<file path="config.mk">
export PLATFORM = sky130hd
export DESIGN_NAME = commit_tab_ctrl
export DESIGN_NICKNAME = d
export VERILOG_FILES = /design/src/rtl/commit_tab_ctrl.sv
export SDC_FILE = /design/constraint.sdc
export NUM_CORES = 1
export LEC_CHECK = 0
export ABC_AREA = 0
export ABC_CLOCK_PERIOD_IN_PS = 6900
export CAP_MARGIN = 30
export CORE_ASPECT_RATIO = 1.1
export CORE_MARGIN = 1.5
export CORE_UTILIZATION = 40
export CTS_CLUSTER_DIAMETER = 200
export CTS_CLUSTER_SIZE = 8
export DETAILED_ROUTE_END_ITERATION = 10
export GPL_TIMING_DRIVEN = 0
export SETUP_SLACK_MARGIN = 0.02
export SYNTH_ARGS = -nofsm -noshare
export SYNTH_HDL_FRONTEND = slang
export SYNTH_SLANG_ARGS = --single-unit
</file>
<file path="constraint.sdc">
create_clock -name clock -period 6.9 [get_ports clock]
set_clock_uncertainty 0.15 [all_clocks]
set_input_delay 2.07 -clock clock [delete_from_list [all_inputs] [get_ports clock]]
set_output_delay 2.07 -clock clock [all_outputs]
set_load 0.01 [all_outputs]
</file>
<file path="src/rtl/commit_tab_ctrl.sv">
// In-order issue-number allocator and out-of-order commit tracker for the hazard check table.
// Optional per-lane commit tracking is enabled by defining TPU_VECTOR_COMMIT_EN.
module commit_tab_ctrl #(
    parameter int NUM_ENTRY = 8,
    parameter int WIDTH_NO  = $clog2(NUM_ENTRY),
    parameter int NUM_LANE  = 4
) (
    input  logic                clock,
    input  logic                reset,
    input  logic                I_Req_Issue,
    output logic                O_Ack_Issue,
    output logic [WIDTH_NO-1:0] O_Issue_No,
    input  logic                I_Commit,
    input  logic [WIDTH_NO-1:0] I_Commit_No,
`ifdef TPU_VECTOR_COMMIT_EN
    input  logic [NUM_LANE-1:0] I_En_Lane,
    input  logic [NUM_LANE-1:0] I_Commit_Lane,
`endif
    output logic                O_Retire,
    output logic [WIDTH_NO-1:0] O_Retire_No,
    output logic                O_Full,
    output logic                O_Empty,
    output logic [WIDTH_NO:0]   O_Count,
    output logic                O_Error
);

    logic [NUM_ENTRY-1:0] ent_v;
    logic [NUM_ENTRY-1:0] ent_cm;
    logic [WIDTH_NO-1:0]  head_q;
    logic [WIDTH_NO-1:0]  tail_q;
    logic [WIDTH_NO:0]    count_q;
    logic                 retire_q;
    logic [WIDTH_NO-1:0]  retire_no_q;
    logic                 error_q;

    logic issue_acc;
    logic head_ret;
    logic commit_hit;
    logic commit_ok;
    logic commit_done;

`ifdef TPU_VECTOR_COMMIT_EN
    logic [NUM_ENTRY-1:0][NUM_LANE-1:0] en_lane_q;
    logic [NUM_ENTRY-1:0][NUM_LANE-1:0] en_commit_q;
    logic                               lane_bad;
`endif

    assign O_Full      = (count_q == (WIDTH_NO+1)'(NUM_ENTRY));
    assign O_Empty     = (count_q == '0);
    assign O_Count     = count_q;
    assign O_Ack_Issue = I_Req_Issue & ~O_Full;
    assign O_Issue_No  = tail_q;
    assign O_Retire    = retire_q;
    assign O_Retire_No = retire_no_q;
    assign O_Error     = error_q;

    assign issue_acc = O_Ack_Issue;
    assign head_ret  = ent_v[head_q] & ent_cm[head_q];

    // A commit to the slot being allocated this cycle is treated as naming a dead entry.
    assign commit_hit = ent_v[I_Commit_No] & ~ent_cm[I_Commit_No]
                      & ~(issue_acc & (I_Commit_No == tail_q));

`ifdef TPU_VECTOR_COMMIT_EN
    // Reporting lanes must be enabled and must not have reported before.
    assign lane_bad    = |(I_Commit_Lane & ~en_lane_q[I_Commit_No])
                       | |(I_Commit_Lane & en_commit_q[I_Commit_No]);
    assign commit_ok   = commit_hit & ~lane_bad;
    assign commit_done = (((en_commit_q[I_Commit_No] | I_Commit_Lane) & en_lane_q[I_Commit_No])
                          == en_lane_q[I_Commit_No]);
`else
    assign commit_ok   = commit_hit;
    assign commit_done = 1'b1;
`endif

    always_ff @(posedge clock) begin
        if (reset) begin
            ent_v       <= '0;
            ent_cm      <= '0;
            head_q      <= '0;
            tail_q      <= '0;
            count_q     <= '0;
            retire_q    <= 1'b0;
            retire_no_q <= '0;
            error_q     <= 1'b0;
`ifdef TPU_VECTOR_COMMIT_EN
            en_lane_q   <= '0;
            en_commit_q <= '0;
`endif
        end else begin
            retire_q <= head_ret;
            count_q  <= count_q + (WIDTH_NO+1)'(issue_acc) - (WIDTH_NO+1)'(head_ret);

            if (head_ret) begin
                ent_v[head_q]  <= 1'b0;
                ent_cm[head_q] <= 1'b0;
                retire_no_q    <= head_q;
                head_q         <= head_q + 1'b1;
            end

            // head and tail only coincide when full or empty, so retire and issue never collide.
            if (issue_acc) begin
                ent_v[tail_q] <= 1'b1;
`ifdef TPU_VECTOR_COMMIT_EN
                ent_cm[tail_q]      <= (I_En_Lane == '0);
                en_lane_q[tail_q]   <= I_En_Lane;
                en_commit_q[tail_q] <= '0;
`else
                ent_cm[tail_q] <= 1'b0;
`endif
                tail_q <= tail_q + 1'b1;
            end

            if (I_Commit) begin
                if (commit_ok) begin
`ifdef TPU_VECTOR_COMMIT_EN
                    en_commit_q[I_Commit_No] <= en_commit_q[I_Commit_No] | I_Commit_Lane;
`endif
                    if (commit_done)
                        ent_cm[I_Commit_No] <= 1'b1;
                end else begin
                    error_q <= 1'b1;
                end
            end
        end
    end

endmodule

</file>
* After elaboration in Yosys (flattened, before gate mapping)
Cells that the tools add are included.
Cells by class: reductions and logical operators 5, order comparisons 6, add/subtract/negate cells 4, multiplexer cells 23, bitwise operators 16, eq/ne operators 2
Operators by type and width (number):
- two-way mux 8 bit | 9
- AND 8 bit | 3
- NOT 8 bit | 2
- bitwise OR 8 bit | 2
- binary-select mux 1 bit (select 3 bit) | 4
- less-than comparator 3 x 4 -> 1 bit, second input constant | 3
- demux 1 bit (select 3 bit) | 3
- greater-or-equal comparator 3 x 1 -> 1 bit, second input constant | 3
- two-way mux 1 bit | 7
- adder 3 x 1 -> 3 bit, second input constant | 2
- AND 1 bit | 5
- adder 4 x 1 -> 4 bit | 1
- == test 4 bit, second input constant | 1
- zero test 4 bit | 1
- NOT 1 bit | 4
- subtractor 4 x 1 -> 4 bit | 1
- == test 3 bit | 1
- logical AND 1 bit | 3
- AND reduction 2 bit | 1
Word-level totals: register bits after elaboration 31, output and inout bits 15

* Longest topological paths before layout
depth in word-level cells 14, depth in mapped cells 13, mapped depth without buffers 12

* Least setup slack after synthesis
No wires, ideal clock.
kind input -> output, start point in I_Req_Issue, end point out O_Ack_Issue, stages 2, path slack 2290 ps, arrival time 2390 ps, buffers on the path 0, path through nand2b_1 -> clkinvlp_4
Between the ends: longest elaborated chain between the ends 1
RTL lines:
- start, declared | RTL line 10 | input logic I_Req_Issue,
- AND 1 bit | RTL line 51 | assign O_Ack_Issue = I_Req_Issue & ~O_Full;
- end, declared | RTL line 11 | output logic O_Ack_Issue,
No other way between the ends.

* Worst setup path after layout
Same ends and word-level chain as after synthesis.

==> metrics.txt <==
CP Max Fanout=8; DRC violations left=0; Post-DP HPWL=3340 um; total die area=4970 sq um; Ys Warns=0; number of synthesized register bits=31; std cell rows=25; cell area power density=250 nW/um^2; via count=1558; die width=67.3 um; grt ovf=0; Resize count post-CTS=0; Hold/Removal Path Class=reg -> reg; crit-path most repeated cell=clkdlybuf4s50_1; status=complete, no violations; final hold slack=0.313 ns; vias in the first global route=1548; antenna viol nets, final=0; Async SR Flop Fraction=0%; area of the mapped netlist=1820 sq um; share of post-route cells with drive strength above 1=10.0%; final WL=4560 um; critical-path cell list=clkdlybuf4s50_1, nand2b_1, clkinvlp_4, clkdlybuf4s50_1; CTS tree=done; pin count of the biggest net entering global routing=11; EDFF count, synth=0; Root Buffer Master=clkbuf_8; Cell variety after synth=50; nature of the critical path startpoint=input port; Layout Nets=244; Worst-path clk slew=0.06 ns; initial core utilization=41.9%; Mapped Nets=219; first-pass GRT wire length=7600 um; WP buf/inv=3; Critical Path End Type=output port; wire per inst=16.1 um; Top FF cell, synth=dfxtp_1; unrepaired setup endpoints after global routing=false; mean post-synth cell area=8.97 sq um; CTS Buf Count=5; synthesis-to-layout area growth=20.1%; Hold-fix buffers, CTS=0; initial DRC count=105; Critical Path AT=3.39 ns; Final Hold Fails=0; total of max-cap violations=0; Worst-Margin Slew=0.538 ns; Final setup viols=0; Slew Limit Headroom=64.1%; Clock Sinks=31; f_max=178 MHz; post-layout min period=5.61 ns; Clock H-tree levels=2; final period utilization=81.3%; Leakage Power=0.000903 uW; total core area=4350 sq um; design area=2190 sq um; Final Wtd Congestion=0.828; Final TNS setup=0 ns; Gate Count Post-Synth=203; Area after DPL=2070 sq um; Crit-path slowest cell=clkdlybuf4s50_1; delay-heaviest family, CP=buffers and inverters; most frequent cells in the layout=dfxtp_1, nand2_1, clkdlybuf4s50_1; Setup Buffers After CTS=0; ant diodes=0; drt first pass iters=4; Max VDD drop=0.149 mV; Critical Path RT=4.68 ns; sequential area share after synthesis=34.1%; CP Class=in -> out; Die Y-Extent=73.8 um; io pins=22; commonest non-fill, non-tap cell in the layout=dfxtp_1; Global Route Usage Sum=20.8%; Worst path max stage delay=0.56 ns; Via density=5.51; input/output buffers=18; Pins Over Slew Limit=0; CTS max path bufs=2; worst skew pair latency=0.29 ns; initial antenna violation count=0
-- per-layer routing --
| layer | up-vias | part of all wire, % | GRT usage (%) |
|---|---|---|---|
| li1 | 792 | - | - |
| met1 | 709 | 49 | 27.6 |
| met2 | 48 | 44 | 31.9 |
| met3 | 9 | 5.4 | 4.59 |
| met4 | 0 | 2.3 | 9.75 |
| met5 | - | 0 | 0 |
-- synthesized netlist by cell type (all sizes together), types with 3 or more instances --
cell type,n,area (sq um)
and3,4,25.0
ha,8,100
o2bb2ai,4,35.0
clkbuf,4,15.0
buf,8,43.8
a41oi,3,26.3
mux2i,7,70.1
o21ai,3,15.0
a311oi,3,26.3
mux2,3,33.8
nor2b,7,43.8
a32o,7,71.3
nand4,3,18.8
a21oi,9,45.0
a211oi,3,22.5
nor3,3,37.5
nand3,6,30.0
a22o,3,26.3
nand2,20,75.1
inv,14,52.6
xor2,5,43.8
dfxtp,31,621
nor2,15,56.3
-- sequential cells by signal, summed over array words and instances, names as in the netlist --
| signal | flops |
|---|---|
| O_Retire | 1 |
| O_Error | 1 |
| O_Retire_No | 3 |
| ent_v | 8 |
| O_Issue_No | 3 |
| ent_cm | 8 |
| O_Count | 4 |
| head_q | 3 |
-- cell families after synthesis --
family	count (synthesis)	synth area share [%]
simple gates	66	19.0
compound gates	51	22.3
flops	31	34.1
buf+inv	27	6.52
mux	12	8.17
fa+ha+maj	9	6.59
xor+xnor	7	3.37
-- worst paths after layout --
| check | from | endpoint | slack, ns | cells past startpoint |
|---|---|---|---|---|
| setup / recovery | I_Req_Issue | O_Ack_Issue | 1.29 | 4 |
| hold / removal | O_Retire_No[1] | O_Retire_No[1] | 0.31 | 2 |
| setup reg to reg | head_q[1] | O_Count[2] | 3.77 | 13 |
| hold reg to reg | O_Retire_No[1] | O_Retire_No[1] | 0.31 | 2 |
-- layout make-up --
cell class	instances	area, sq um
multi-input combinational	145	1080
fill	448	2160
sequential	31	621
inverter	15	60.1
clock inverter	2	35.0
buffer	12	58.8
clock buffer	6	82.6
timing repair buffer	18	180
tap	54	67.6
-- through the flow --
step | total power [uW] | worst slack [ns] | std cells | utilization (%)
after floorplan | 307 | 2.29 | 203 | -
final | 548 | 1.29 | 283 | 50.3
after global routing | 579 | 1.21 | 283 | 50.3
after detailed placement | 365 | 1.28 | 275 | 47.6
after global placement | 365 | 1.29 | 275 | 47.6
after CTS | 553 | 1.29 | 283 | 50.3
-- worst reg2reg max path, stage by stage, from the launching register on --
cell and delay, ns:
dfxtp_1 0.48, buf_2 0.26, nand3b_1 0.12, o21ai_0 0.11, a221o_1 0.42, nand2_1 0.22, inv_2 0.10, ha_1 0.28
inv_1 0.06, ha_1 0.17, inv_1 0.06, fa_1 0.37, xor2_1 0.14, nor2_1 0.05
-- where the power goes --
| part | switching, uW | internal, uW | total [uW] |
|---|---|---|---|
| registers | 17.9 | 195 | 213 |
| logic | 73.8 | 73.9 | 148 |
| clock network | 70.1 | 117 | 187 |
| total | 162 | 386 | 548 |
(Power assumes the default switching activity.)
